===== config.mk =====
export PLATFORM = sky130hd
export DESIGN_NAME = sc_norm
export DESIGN_NICKNAME = d
export VERILOG_FILES = /design/src/rtl/sc_norm.sv
export SDC_FILE = /design/constraint.sdc
export NUM_CORES = 1
export LEC_CHECK = 0
export CORE_MARGIN = 1.5
export CORE_UTILIZATION = 30
export CTS_CLUSTER_DIAMETER = 150
export DETAILED_ROUTE_END_ITERATION = 7
export GPL_TIMING_DRIVEN = 0
export PLACE_DENSITY = 0.46
export SYNTH_ARGS = -nofsm -noshare
export SYNTH_HDL_FRONTEND = slang
export SYNTH_SLANG_ARGS = --single-unit

===== constraint.sdc =====
create_clock -name clk -period 6.3 [get_ports clk]
set_input_delay 1.26 -clock clk [delete_from_list [all_inputs] [get_ports clk]]
set_output_delay 1.26 -clock clk [all_outputs]
set_load 0.01 [all_outputs]

===== src/rtl/sc_norm.sv =====
`timescale 1ns/1ps
// -----------------------------------------------------------------------------
// sc_norm -- pipelined block-floating-point normaliser for the IFFT output path
//
// Scales complex samples by 2^(-exp) / 2^BASE_SHIFT, where exp is a per-symbol
// block exponent latched on the sop beat. The result is saturated to OUT_W bits.
// The block has two pipeline stages under valid/ready flow control:
//   stage 1 : shift (and optional rounding), frame sop/eop tagging
//   stage 2 : saturation, output registers
//
// Compile-time option:
//   SC_NORM_ROUND_EN  defined   -> right shifts round half-up
//                     undefined -> right shifts truncate toward -inf
//
// Ports:
//   clk, rst_n           clock, asynchronous active-low reset
//   in_valid/in_ready    input handshake (in_ready = ~out_valid | out_ready)
//   in_sop               first sample of a symbol
//   in_real/in_imag      IN_W-bit signed input components
//   in_exp               EXP_W-bit signed block exponent (sampled on sop)
//   out_valid/out_ready  output handshake
//   out_sop/out_eop      first/last sample of an output symbol
//   out_real/out_imag    OUT_W-bit signed scaled components
//   out_sat              either component of this beat saturated
//   exp_err              sticky: a sop carried an out-of-range exponent
//   frame_err            sticky: framing violation
//   clr_err              synchronous clear of both sticky flags
// -----------------------------------------------------------------------------
module sc_norm #(
    parameter int IN_W       = 16,
    parameter int OUT_W      = 18,
    parameter int EXP_W      = 6,
    parameter int BASE_SHIFT = 6,
    parameter int EXP_MIN    = -8,
    parameter int EXP_MAX    = -4,
    parameter int FRAME_LEN  = 64
) (
    input  logic             clk,
    input  logic             rst_n,
    input  logic             in_valid,
    output logic             in_ready,
    input  logic             in_sop,
    input  logic [IN_W-1:0]  in_real,
    input  logic [IN_W-1:0]  in_imag,
    input  logic [EXP_W-1:0] in_exp,
    output logic             out_valid,
    input  logic             out_ready,
    output logic             out_sop,
    output logic             out_eop,
    output logic [OUT_W-1:0] out_real,
    output logic [OUT_W-1:0] out_imag,
    output logic             out_sat,
    output logic             exp_err,
    output logic             frame_err,
    input  logic             clr_err
);

    // Largest left shift the legal exponent range can ask for.
    localparam int L_RAW = -EXP_MIN - BASE_SHIFT;
    localparam int L_MAX = (L_RAW > 0) ? L_RAW : 0;
    // One guard bit for the sign, one for the rounding increment; never
    // narrower than the output plus a sign bit so the clamp bounds fit.
    localparam int MID_A = IN_W + L_MAX + 2;
    localparam int MID_W = (MID_A > OUT_W + 1) ? MID_A : OUT_W + 1;
    localparam int CNT_W = $clog2(FRAME_LEN);

    localparam logic signed [MID_W-1:0] SAT_HI  = {{(MID_W-OUT_W+1){1'b0}}, {(OUT_W-1){1'b1}}};
    localparam logic signed [MID_W-1:0] SAT_LO  = ~SAT_HI;
    localparam logic        [OUT_W-1:0] OUT_MAX = {1'b0, {(OUT_W-1){1'b1}}};
    localparam logic        [OUT_W-1:0] OUT_MIN = {1'b1, {(OUT_W-1){1'b0}}};
    localparam logic signed [MID_W-1:0] ONE     = {{(MID_W-1){1'b0}}, 1'b1};

    typedef enum logic {S_IDLE, S_RUN} state_t;

    // Sign-extend, then shift left (L >= 0) or arithmetic-shift right (L < 0).
    function automatic logic signed [MID_W-1:0] f_scale(input logic signed [IN_W-1:0] din,
                                                        input int shift);
        logic signed [MID_W-1:0] v;
        v = {{(MID_W-IN_W){din[IN_W-1]}}, din};
        if (shift >= 0) begin
            f_scale = v <<< shift;
        end else begin
`ifdef SC_NORM_ROUND_EN
            v = v + (ONE <<< (-shift - 1));
`endif
            f_scale = v >>> (-shift);
        end
    endfunction

    // Returns {saturated, clamped value}.
    function automatic logic [OUT_W:0] f_sat(input logic signed [MID_W-1:0] v);
        if (v > SAT_HI)      f_sat = {1'b1, OUT_MAX};
        else if (v < SAT_LO) f_sat = {1'b1, OUT_MIN};
        else                 f_sat = {1'b0, v[OUT_W-1:0]};
    endfunction

    state_t                  r_state;
    logic [CNT_W-1:0]        r_cnt;
    logic signed [EXP_W-1:0] r_exp;

    logic                    r_s1_valid, r_s1_sop, r_s1_eop;
    logic signed [MID_W-1:0] r_s1_re, r_s1_im;

    logic                    r_out_valid, r_out_sop, r_out_eop, r_out_sat;
    logic [OUT_W-1:0]        r_out_re, r_out_im;
    logic                    r_exp_err, r_frame_err;

    logic                    w_en, w_acc, w_keep, w_eop, w_frame_viol, w_exp_oor;
    int                      w_exp_in, w_exp_cl, w_shift;
    logic signed [EXP_W-1:0] w_exp_clamp, w_exp_use;
    logic signed [MID_W-1:0] w_re, w_im;
    logic                    w_sat_re, w_sat_im;
    logic [OUT_W-1:0]        w_q_re, w_q_im;

    // The whole pipeline stalls together when the output is held.
    assign w_en     = ~r_out_valid | out_ready;
    assign w_acc    = in_valid & w_en;
    assign in_ready = w_en;

    // NOTE: every signal driven here gets a value on every path so no latch is inferred.
    always_comb begin
        w_exp_in     = int'($signed(in_exp));
        w_exp_oor    = (w_exp_in < EXP_MIN) || (w_exp_in > EXP_MAX);
        w_exp_cl     = (w_exp_in < EXP_MIN) ? EXP_MIN :
                       (w_exp_in > EXP_MAX) ? EXP_MAX : w_exp_in;
        w_exp_clamp  = EXP_W'(w_exp_cl);
        // The sop beat itself is scaled with its own (clamped) exponent.
        w_exp_use    = in_sop ? w_exp_clamp : r_exp;
        w_shift      = -int'(w_exp_use) - BASE_SHIFT;
        w_re         = f_scale($signed(in_real), w_shift);
        w_im         = f_scale($signed(in_imag), w_shift);
        // Non-sop beats outside a symbol are dropped.
        w_keep       = w_acc & (in_sop | (r_state == S_RUN));
        w_eop        = w_acc & ~in_sop & (r_state == S_RUN) &
                       (r_cnt == CNT_W'(FRAME_LEN - 1));
        w_frame_viol = w_acc & (in_sop ? (r_state == S_RUN) : (r_state == S_IDLE));
        {w_sat_re, w_q_re} = f_sat(r_s1_re);
        {w_sat_im, w_q_im} = f_sat(r_s1_im);
    end

    // Frame FSM: tracks symbol position and holds the block exponent.
    // NOTE: state registers use non-blocking assignments so every flop samples pre-edge values.
    always_ff @(posedge clk or negedge rst_n) begin
        if (!rst_n) begin
            r_state <= S_IDLE;
            r_cnt   <= '0;
            r_exp   <= EXP_W'(EXP_MAX);
        end else if (w_acc) begin
            if (in_sop) begin
                r_exp   <= w_exp_clamp;
                r_cnt   <= CNT_W'(1);
                r_state <= S_RUN;
            end else if (r_state == S_RUN) begin
                if (w_eop) begin
                    r_state <= S_IDLE;
                    r_cnt   <= '0;
                end else begin
                    r_cnt <= r_cnt + CNT_W'(1);
                end
            end
        end
    end

    // Stage 1: shifted values and frame tags.
    always_ff @(posedge clk or negedge rst_n) begin
        if (!rst_n) begin
            r_s1_valid <= 1'b0;
            r_s1_sop   <= 1'b0;
            r_s1_eop   <= 1'b0;
            r_s1_re    <= '0;
            r_s1_im    <= '0;
        end else if (w_en) begin
            r_s1_valid <= w_keep;
            r_s1_sop   <= w_keep & in_sop;
            r_s1_eop   <= w_eop;
            r_s1_re    <= w_re;
            r_s1_im    <= w_im;
        end
    end

    // Stage 2: saturation into the output registers.
    always_ff @(posedge clk or negedge rst_n) begin
        if (!rst_n) begin
            r_out_valid <= 1'b0;
            r_out_sop   <= 1'b0;
            r_out_eop   <= 1'b0;
            r_out_re    <= '0;
            r_out_im    <= '0;
            r_out_sat   <= 1'b0;
        end else if (w_en) begin
            r_out_valid <= r_s1_valid;
            r_out_sop   <= r_s1_sop;
            r_out_eop   <= r_s1_eop;
            r_out_re    <= w_q_re;
            r_out_im    <= w_q_im;
            r_out_sat   <= r_s1_valid & (w_sat_re | w_sat_im);
        end
    end

    // Sticky error flags; a clear wins over a same-cycle set.
    always_ff @(posedge clk or negedge rst_n) begin
        if (!rst_n) begin
            r_exp_err   <= 1'b0;
            r_frame_err <= 1'b0;
        end else if (clr_err) begin
            r_exp_err   <= 1'b0;
            r_frame_err <= 1'b0;
        end else begin
            if (w_acc & in_sop & w_exp_oor) r_exp_err <= 1'b1;
            if (w_frame_viol)               r_frame_err <= 1'b1;
        end
    end

    assign out_valid = r_out_valid;
    assign out_sop   = r_out_sop;
    assign out_eop   = r_out_eop;
    assign out_real  = r_out_re;
    assign out_imag  = r_out_im;
    assign out_sat   = r_out_sat;
    assign exp_err   = r_exp_err;
    assign frame_err = r_frame_err;

endmodule


==> results of run 1 <==
[final cells by class]
| type | instances | share of cell area (%) |
|---|---|---|
| clock inverters | 6 | 0.563 |
| plain buffers | 73 | 3.80 |
| repair buffers | 171 | 14.3 |
| inverters | 15 | 0.618 |
| multi-input cells | 926 | 53.7 |
| well taps | 341 | 3.69 |
| clock buffers | 10 | 1.98 |
| flip-flops and latches | 98 | 21.3 |
[metal layers]
layer  up-vias  wire length [µm]  GRT usage (%)  share of wire, %
li1       4411                 -              -                 -
met1      4472             17300           37.5                46
met2       438             16100           39.3                43
met3        66              2800           4.29               7.5
met4         0              1250           9.70               3.3
met5         -                 0              0                 0
[Yosys cell counts, drive strengths merged (2+ instances only)]
library cell	instances	area, µm²
a211o	3	26.3
a211oi	13	97.6
a21bo	2	26.3
a21boi	4	33.8
a21o	7	52.6
a21oi	72	372
a22o	3	26.3
a22oi	9	67.6
a2bb2oi	4	35.0
a31o	2	17.5
a31oi	24	150
and2	9	56.3
and3	9	56.3
and4	2	17.5
buf	13	56.3
clkbuf	69	259
dfrtp	94	2350
dfstp	4	105
ha	15	188
inv	15	56.3
mux2	5	60.1
mux2i	70	701
mux4	9	203
nand2	198	743
nand2b	11	68.8
nand3	46	230
nand3b	2	15.0
nand4	7	43.8
nor2	123	462
nor2b	4	25.0
nor3	26	130
nor3b	2	15.0
nor4	11	68.8
o211ai	13	97.6
o21a	7	52.6
o21ai	144	721
o22ai	8	50.1
o311ai	2	17.5
o31a	4	35.0
o31ai	11	82.6
o41ai	4	35.0
or2	3	18.8
or3	11	73.8
or4	5	37.5
xor2	3	26.3
[power groups by stage]
| stage | Combinational [mW] | Sequential (mW) | Clock [mW] |
|---|---|---|---|
| CTS | 1.61 | 0.939 | 0.570 |
| global route | 1.88 | 0.964 | 0.598 |
| global placement | 1.50 | 0.946 | 0 |
| floorplan | 0.820 | 0.972 | 0 |
| finish | 1.74 | 0.935 | 0.553 |
| detailed placement | 1.50 | 0.951 | 0 |
[state kept, by name, summed over array words and instances, names as in the netlist]
signal,cells
exp_err,1
frame_err,1
out_eop,1
out_imag,18
out_real,18
out_sat,1
out_sop,1
out_valid,1
r_cnt,6
r_exp,6
r_s1_eop,1
r_s1_im,20
r_s1_re,20
r_s1_sop,1
r_s1_valid,1
r_state,1
[worst register-to-register path, delay by kind of cell (launching register included)]
family                   cells  cell delay [ps]
AO/OA/AOI/OAI                4              800
adder cells (fa/ha/maj)      2              430
buffers and inverters        4              550
flip-flops                   1              540
multiplexers                 1              220
AND/OR/NAND/NOR             10             2850
[worst max-delay path by stage]
stage / end
2_1_floorplan: r_s1_re[3]
6_report: r_s1_re[3]
3_5_place_dp: r_s1_re[0]
3_3_place_gp: r_s1_re[3]
5_1_grt: r_s1_re[3]
4_1_cts: r_s1_re[2]
[kinds of logic (layout without fill, tap and decap cells)]
logic type	after synthesis	count (layout)	synth area share [%]
adder cells (fa/ha/maj)	15	15	2.26
buffers and inverters	98	275	4.60
multiplexers	84	84	11.6
AND/OR/NAND/NOR	472	472	25.5
AO/OA/AOI/OAI	351	351	26.0
XOR/XNOR	4	4	0.423
flip-flops	98	98	29.6
[per-stage QoR]
stage	util, %	setup WS [ps]
3_5_place_dp	36.4	-2310
2_1_floorplan	-	-349
6_report	42.7	-188
4_1_cts	40.8	-344
5_1_grt	42.7	-266
3_3_place_gp	36.3	-2470
[timing repair]
item	in CTS	in global routing
setup endpoints to repair	40	35
pin swaps	58	50
gates cloned	3	1
setup buffers	57	34
gates resized for setup	136	72
==> key figures, run 1 <==
Status
  • Status: finished with violations
  • Failing checks: setup timing

Clock network
  • CTS Root Cell: clkbuf_16
  • # hold bufs at CTS: 0
  • Maximum root-to-sink buffer count: 2
  • CTS buffer count: 9
  • CTS tree: yes
  • H-tree depth: 3
  • Clk sinks: 98
  • Clk Latency, worst-skew pair: 350 ps
  • Worst-path clk slew: 70 ps

Floorplan
  • Core Rows: 60
  • Initial Utilization: 30.7%
  • IO Pins: 87
  • DIE WIDTH: 169 µm
  • Die area: 28600 µm²
  • Height of the chip: 169 µm
  • Std-Cell Core Area: 27000 µm²

Global routing
  • Largest net degree at the start of global routing: 60
  • First-pass GRT wire length: 56800 µm
  • Initial antenna violation count: 0
  • GRT Overall Usage: 26.1%
  • Number of global-route vias before repair: 9069
  • Remaining Overflow, GRT: 0

Cells and area
  • Layout cell share with drive strength beyond 1: 19.9%
  • Ant. Diodes: 0
  • Fillcell total: 2813
  • Design Area, Final: 11500 µm²
  • Area Growth Syn to Fin: 39.3%
  • Nets: 1353
  • Most frequent cells in the layout: nand2_1, o21ai_0, nor2_1
  • Most common cell after layout, fill and taps aside: nand2_1
  • Post-Layout Cell Count: 1640
  • Register area: 2460 µm²
  • Area taken by multi-input logic gates: 6210 µm²

Drt
  • DR WL/cell: 22.8 µm
  • Post-DRT Antenna Nets: 0
  • Via density: 5.72
  • Drt total wl: 37400 µm
  • Residual DRC: 0
  • Via total after detailed routing: 9387
  • DR pass1 iterations: 6
  • Initial DRC count: 915

Power and ir drop
  • Sw frac: 42.8%
  • Combinational share of power: 53.9%
  • Worst vdd ir: 145 µV
  • Clock power share: 17.1%
  • Lkg Pwr: 4.59 nW
  • PD cells: 280 nW/µm²
  • Internal power: 1.85 mW
  • Switch Pwr: 1.38 mW
  • Final Power: 3.23 mW
  • Share of power burned in registers: 28.9%

Placement
  • IO buf count: 84
  • DP HPWL: 28100 µm
  • Placer congestion estimate: 0.944
  • Placed Cells: 1549
  • Post-DP Area: 9850 µm²

STA
  • Final worst path period share: 103%
  • Slew Limit Fails: 0
  • Fin crit period: 6490 ps
  • Final TNS setup: -1860 ps
  • Final Hold Viols: 0
  • FMAX: 154 MHz
  • Final worst clock skew: 12.3 ps
  • Final setup violating endpoints: 23
  • PnR worst setup slack: -188 ps
  • RSZ-0062 raised after global routing: true
  • Actual slew at the worst max-slew pin: 902 ps
  • Max transition margin: 39.9%
  • Fin Hold WS: 464 ps

Synthesis
  • Post-synthesis cell count: 1122
  • Syn Nets: 1181
  • Mean Syn Cell Area: 7.39 µm²
  • EDFF count, synth: 0
  • Syn. warnings: 0
  • Number of library cell types mapped by synthesis: 74
  • Netlist Area Pre-Place: 8290 µm²
  • Register bit total from synthesis: 98
  • Top_reg_cell synth: dfrtp_1
  • Seq/Total Area, Yosys: 29.6%
  • Post-synth ARST share: 100%

Critical path
  • R2R setup slack: 820 ps
  • Critical path depth: 25
  • R2r startpoint: r_exp[2]
  • Worst EP required: 6560 ps
  • Start point of the critical path: in_exp[3]
  • Critical path buffer and inverter count: 6
  • Top fanout value on the critical path: 7
  • Largest delay share family, worst path: simple AND/OR/NAND/NOR gates
  • Reg2reg path depth: 21
  • Critical path class: input pin to flop
  • Slowest cell delay on critical path: 520 ps
  • RR Endpoint: r_s1_re[3]
  • CP Capture Type: flop
  • Startpoint types: input pin
  • Critical path's slowest cell: or4_4
  • WP data arrival: 6750 ps
  • Most used cell, CP: ha_4

Worst hold path
  • Hold Crit Endpoint: out_real[17]
  • Hold WC Path Type: flop to flop
  • Worst Min Path Start: out_real[17]
  • Worst Hold Depth: 2

Job
  • Total of max-cap violations: 0
Power figures use the tool's default switching activity.
==> run 2: changes to the inputs <==
- PLACE_DENSITY: 0.46 -> 0.45
- clock period: 6.3 -> 6.55 ns (I/O delays scaled with it)
==> key figures, run 2 (synthesis results as in run 1) <==
Floorplan
  • Std-Cell Core Area: 27000 µm² (unchanged)
  • Height of the chip: 169 µm (unchanged)
  • DIE WIDTH: 169 µm (unchanged)
  • Initial Utilization: 30.7% (unchanged)
  • Die area: 28600 µm² (unchanged)
  • IO Pins: 87 (unchanged)
  • Core Rows: 60 (unchanged)

Drt
  • Drt total wl: 37100 µm (-0.70%)
  • Via total after detailed routing: 9199 (-2.0%)
  • Residual DRC: 0 (unchanged)
  • Post-DRT Antenna Nets: 0 (unchanged)
  • DR pass1 iterations: 5 (-1)
  • Via density: 5.69 (-0.67%)
  • DR WL/cell: 23.0 µm (+0.65%)
  • Initial DRC count: 938 (+2.5%)

Clock network
  • Clk Latency, worst-skew pair: 350 ps (about the same)
  • Clk sinks: 98 (unchanged)
  • Maximum root-to-sink buffer count: 2 (unchanged)
  • CTS tree: yes
  • CTS buffer count: 9 (unchanged)
  • CTS Root Cell: clkbuf_16
  • Worst-path clk slew: 70 ps (about the same)
  • H-tree depth: 3 (unchanged)

Cells and area
  • Most frequent cells in the layout: nand2_1, o21ai_0, nor2_1
  • Most common cell after layout, fill and taps aside: nand2_1
  • Nets: 1332 (-1.6%)
  • Ant. Diodes: 0 (unchanged)
  • Area Growth Syn to Fin: 34.3%
  • Layout cell share with drive strength beyond 1: 16.6% (-3.3 points)
  • Fillcell total: 2861 (+1.7%)
  • Register area: 2460 µm² (unchanged)
  • Top Registers: r_s1_im x20, r_s1_re x20
  • Area taken by multi-input logic gates: 6000 µm² (-3.2%)

STA
  • Max transition margin: 38.3% (-1.6 points)
  • Slew Limit Fails: 0 (unchanged)
  • RSZ-0062 raised after global routing: true
  • Final setup violating endpoints: 3 (-87%)
  • Final worst clock skew: 14.1 ps (+1.85 ps)
  • Final worst path period share: 101%
  • Fin crit period: 6600 ps
  • PnR worst setup slack: -49.5 ps (+139 ps)
  • Final Hold Viols: 0 (unchanged)
  • Final TNS setup: -57.3 ps (+1810 ps)
  • Actual slew at the worst max-slew pin: 917 ps (+15.1 ps)
  • FMAX: 152 MHz

Critical path
  • Worst EP required: 6760 ps (+200 ps)
  • Crit path capture: r_s1_re[10]
  • WP data arrival: 6810 ps (+60 ps)
  • Critical path class: input pin to flop
  • R2r startpoint: r_exp[2]
  • R2R setup slack: 970 ps (+150 ps)
  • Top fanout value on the critical path: 14 (+7)
  • RR Endpoint: r_s1_re[10]
  • Slowest cell delay on critical path: 570 ps (+50 ps)
  • Critical path's slowest cell: or4_4
  • Reg2reg path depth: 21 (unchanged)
  • Start point of the critical path: in_exp[2]
  • Startpoint types: input pin
  • CP Capture Type: flop

Status
  • Status: finished with violations
  • Failing checks: setup timing

Power and ir drop
  • Final Power: 3.06 mW (-5.2%)
  • Combinational share of power: 53.0% (-0.9 points)
  • PD cells: 275 nW/µm² (-1.6%)
  • Sw frac: 42.6% (-0.12 points)
  • Lkg Pwr: 4.41 nW (-4.1%)
  • Share of power burned in registers: 29.3% (+0.4 points)
  • Clock power share: 17.7% (+0.6 points)
  • Internal power: 1.76 mW (-5.0%)
  • Switch Pwr: 1.31 mW (-5.4%)
  • Worst vdd ir: 116 µV (-20%)

Global routing
  • Top Usage Layer GRT: met2
  • Remaining Overflow, GRT: 0 (unchanged)
  • First-pass GRT wire length: 55900 µm (-1.5%)
  • Initial antenna violation count: 0 (unchanged)
  • Met3 GRT Util: 3.82% (-0.47 points)
  • Largest net degree at the start of global routing: 69 (+15%)
  • GR Util met1: 37.5% (about the same)
  • GRT Overall Usage: 25.9% (-0.29 points)
  • Number of global-route vias before repair: 8853 (-2.4%)
  • Global Route met2 Usage: 38.2% (-1.1 points)

Placement
  • Placer congestion estimate: 0.957 (+1.4%)
  • DP HPWL: 28400 µm (+1.4%)
  • IO buf count: 84 (unchanged)

Job
  • Total of max-cap violations: 0 (unchanged)

Worst hold path
  • Hold WC Path Type: flop to flop
==> run 2: changes by cell type in the layout (fill, tap and decap cells not counted), moves of 3 or more <==
cell,change
o31ai_1,+4
a21oi_1,+4
or3_4,-3
o21ai_1,+3
o31ai_4,-4
nand2_2,-4
nand2_1,+3
or3_1,+3
buf_4,-13
buf_6,-4
o21ai_2,-4
a21oi_2,-4
==> run 2: power by group through the flow <==
stage,sequential [mW],clock (mW),combinational [mW]
CTS,0.900,0.552,1.55
global placement,0.907,0,1.45
finish,0.896,0.543,1.62
global route,0.925,0.578,1.76
floorplan,0.935,0,0.787
detailed placement,0.911,0,1.45
==> run 2: per-stage QoR <==
stage               std cells  hold slack (ps)  instance area, µm²  util [%]  setup slack [ps]
global route             1618              504               11100      41.2              -130
detailed placement       1549              460                9840      36.4             -2040
floorplan                1122              438                8520         -              -149
finish                   1618              467               11100      41.2             -49.5
CTS                      1607              473               10900      40.2              -251
global placement         1547              455                9790      36.2             -2380
==> run 2: layout make-up <==
type / count / share of cell area, %
plain buffers: 72 / 3.86
clock buffers: 11 / 2.18
clock inverters: 4 / 0.461
inverters: 15 / 0.618
multi-input cells: 926 / 54.0
flip-flops and latches: 98 / 22.1
well taps: 341 / 3.83
repair buffers: 151 / 13.0
==> run 2: critical path, delay by kind of cell <==
kind / cells / cell delay, ps
adder cells (fa/ha/maj): 3 / 730
AO/OA/AOI/OAI: 6 / 1210
AND/OR/NAND/NOR: 10 / 2630
buffers and inverters: 6 / 900
==> run 2: worst min path at each step <==
stage	from	endpoint	cells after the start
floorplan	r_s1_valid	r_s1_valid	2
CTS	r_s1_sop	out_sop	2
global placement	out_eop	out_eop	2
finish	out_eop	out_eop	2
detailed placement	r_s1_valid	r_s1_valid	2
global route	r_s1_valid	r_s1_valid	2
==> run 2: layer usage <==
metal | up-vias | wire (µm)
met1 | 4392 | 17700
met5 | - | 0
met2 | 369 | 15800
met4 | 0 | 1400
met3 | 78 | 2330
li1 | 4360 | -
==> run 2: timing repair <==
| action | 4_1_cts | 5_1_grt |
|---|---|---|
| gates resized for setup | 121 | 52 |
| hold buffers | 0 | 0 |
| pin swaps | 54 | 50 |
| buffers inserted | 49 | 19 |
| endpoints found under the setup margin | 40 | 30 |
| cloned | 2 | 1 |
==> run 3: changes to the inputs <==
- SLEW_MARGIN: default -> 20
==> key figures, run 3 (synthesis results as in run 1) <==
Status
  • Status: finished with violations
  • Failing checks: setup timing

Cells and area
  • Area taken by multi-input logic gates: 5960 µm² (-0.79%)
  • Ant. Diodes: 0 (unchanged)
  • Top Registers: r_s1_im x20, r_s1_re x20
  • Design Area, Final: 11000 µm² (-1.4%)
  • Layout cell share with drive strength beyond 1: 14.7% (-1.9 points)
  • Register area: 2460 µm² (unchanged)
  • Area Growth Syn to Fin: 32.3%
  • Fillcell total: 2865 (+0.14%)
  • Most frequent cells in the layout: nand2_1, o21ai_0, nor2_1
  • Nets: 1326 (-0.45%)
  • Most common cell after layout, fill and taps aside: nand2_1

Floorplan
  • Die area: 28600 µm² (unchanged)
  • Initial Utilization: 30.7% (unchanged)
  • Core Rows: 60 (unchanged)
  • Std-Cell Core Area: 27000 µm² (unchanged)
  • DIE WIDTH: 169 µm (unchanged)
  • Height of the chip: 169 µm (unchanged)
  • IO Pins: 87 (unchanged)

STA
  • RSZ-0062 raised after global routing: true
  • Final setup violating endpoints: 1 (-2)
  • FMAX: 152 MHz (+0.63%)
  • PnR worst setup slack: -8.36 ps (+41.1 ps)
  • Final Hold Viols: 0 (unchanged)
  • Final worst path period share: 100% (-0.63 points)
  • Slew Limit Fails: 0 (unchanged)
  • Actual slew at the worst max-slew pin: 948 ps (+30.7 ps)
  • Final worst clock skew: 15.6 ps (+1.51 ps)
  • Max transition margin: 36.2% (-2.1 points)
  • Fin crit period: 6560 ps (-41.1 ps)

Critical path
  • Most used cell, CP: ha_4
  • Critical path class: input pin to flop
  • Slowest cell delay on critical path: 620 ps (+50 ps)
  • WP data arrival: 6770 ps (-40 ps)
  • Startpoint types: input pin
  • Critical path's slowest cell: or4_4
  • CP Capture Type: flop
  • Critical path buffer and inverter count: 5 (-1)
  • CP cell instances: buf_8 -> and4_4 -> ha_4 -> nor3b_4 -> mux2_4 -> inv_12 -> ha_4 -> or3_4 -> a21oi_4 -> nand2_2 -> ha_4 -> or4_4 -> buf_6 -> nor3_4 -> buf_4 -> nand3_1 -> a2111o_1 -> and2_1 -> or4_4 -> clkbuf_16 -> a311o_1 -> a211oi_2 -> a21oi_1
  • Worst EP required: 6760 ps (about the same)
  • Largest delay share family, worst path: simple AND/OR/NAND/NOR gates
  • Top fanout value on the critical path: 6 (-8)

Placement
  • Post-DP Area: 9840 µm² (about the same)
  • DP HPWL: 28400 µm (-0.18%)
  • IO buf count: 84 (unchanged)
  • Worst slack, placed: -2050 ps (-12.2 ps)
  • Placer congestion estimate: 0.957 (unchanged)

Clock network
  • Maximum root-to-sink buffer count: 2 (unchanged)
  • Clk sinks: 98 (unchanged)
  • CTS tree: yes
  • Clk Latency, worst-skew pair: 350 ps (about the same)
  • CTS buffer count: 9 (unchanged)
  • H-tree depth: 3 (unchanged)
  • CTS Root Cell: clkbuf_16
  • # hold bufs at CTS: 0 (unchanged)
  • Worst-path clk slew: 70 ps (about the same)

Global routing
  • Number of global-route vias before repair: 8825 (-0.32%)
  • Remaining Overflow, GRT: 0 (unchanged)
  • First-pass GRT wire length: 55600 µm (-0.56%)
  • GRT Overall Usage: 25.5% (-0.32 points)
  • Initial antenna violation count: 0 (unchanged)
  • Largest net degree at the start of global routing: 74 (+7.2%)

Drt
  • Via total after detailed routing: 9224 (+0.27%)
  • DR WL/cell: 22.8 µm (-0.52%)
  • Drt total wl: 36800 µm (-0.83%)
  • DR pass1 iterations: 5 (unchanged)
  • Initial DRC count: 964 (+2.8%)
  • Via density: 5.72 (+0.58%)
  • Residual DRC: 0 (unchanged)
  • Post-DRT Antenna Nets: 0 (unchanged)

Power and ir drop
  • Worst vdd ir: 113 µV (-2.8%)
  • PD cells: 276 nW/µm² (+0.46%)
  • Lkg Pwr: 4.35 nW (-1.1%)

Worst hold path
  • Hold WC Path Type: flop to flop

Job
  • Total of max-cap violations: 0 (unchanged)
[run 3: layout make-up]
type,count,share of cell area [%]
plain buffers,74,3.81
clock buffers,11,2.12
clock inverters,5,0.570
inverters,15,0.627
multi-input cells,926,54.3
flip-flops and latches,98,22.4
well taps,341,3.89
repair buffers,143,12.3
[run 3: worst reg2reg max path, delay by kind of cell, from the launching register on]
kind                     cells  cell delay [ps]
AND/OR/NAND/NOR              8             2530
AO/OA/AOI/OAI                6             1350
buffers and inverters        4              580
flip-flops                   1              540
adder cells (fa/ha/maj)      2              480
[run 3: power by group]
| part | switching [mW] | internal, mW |
|---|---|---|
| clock | 0.246 | 0.299 |
| sequential | 0.109 | 0.788 |
| combinational | 0.949 | 0.642 |
[run 3: final timing paths]
check,slack [ps],end,depth (start not counted),startpoint
max in group asynchronous,5080,out_imag[11],2,rst_n
worst max-delay path,-8,r_s1_re[2],23,in_exp[4]
worst max register to register,950,r_s1_re[2],20,r_exp[2]
worst min-delay path,470,r_s1_valid,2,r_s1_valid
worst min register to register,470,r_s1_valid,2,r_s1_valid
min in group asynchronous,820,r_exp[0],1,rst_n
[run 3: layer usage]
layer  wire [µm]  GRT usage (%)
met1       17800           37.4
met2       16100           39.9
met3        2060           2.71
met4         840           6.62
met5           0              0
[run 3: timing repair]
item,CTS,global route
setup buffers,34,20
gates resized for setup,89,52
gates cloned,1,1
pin swaps,36,29
endpoints found under the setup margin,40,30
[run 3: per-stage QoR]
step / cells / util, % / total power [mW] / hold slack, ps / setup TNS, ps
3_5_place_dp: 1550 / 36.4 / 2.36 / 456 / -64650
5_1_grt: 1613 / 40.6 / 3.22 / 503 / -1140
4_1_cts: 1596 / 39.5 / 2.98 / 475 / -2310
6_report: 1613 / 40.6 / 3.03 / 470 / -8.36
2_1_floorplan: 1122 / - / 1.72 / 438 / -1090
3_3_place_gp: 1547 / 36.2 / 2.35 / 455 / -76510
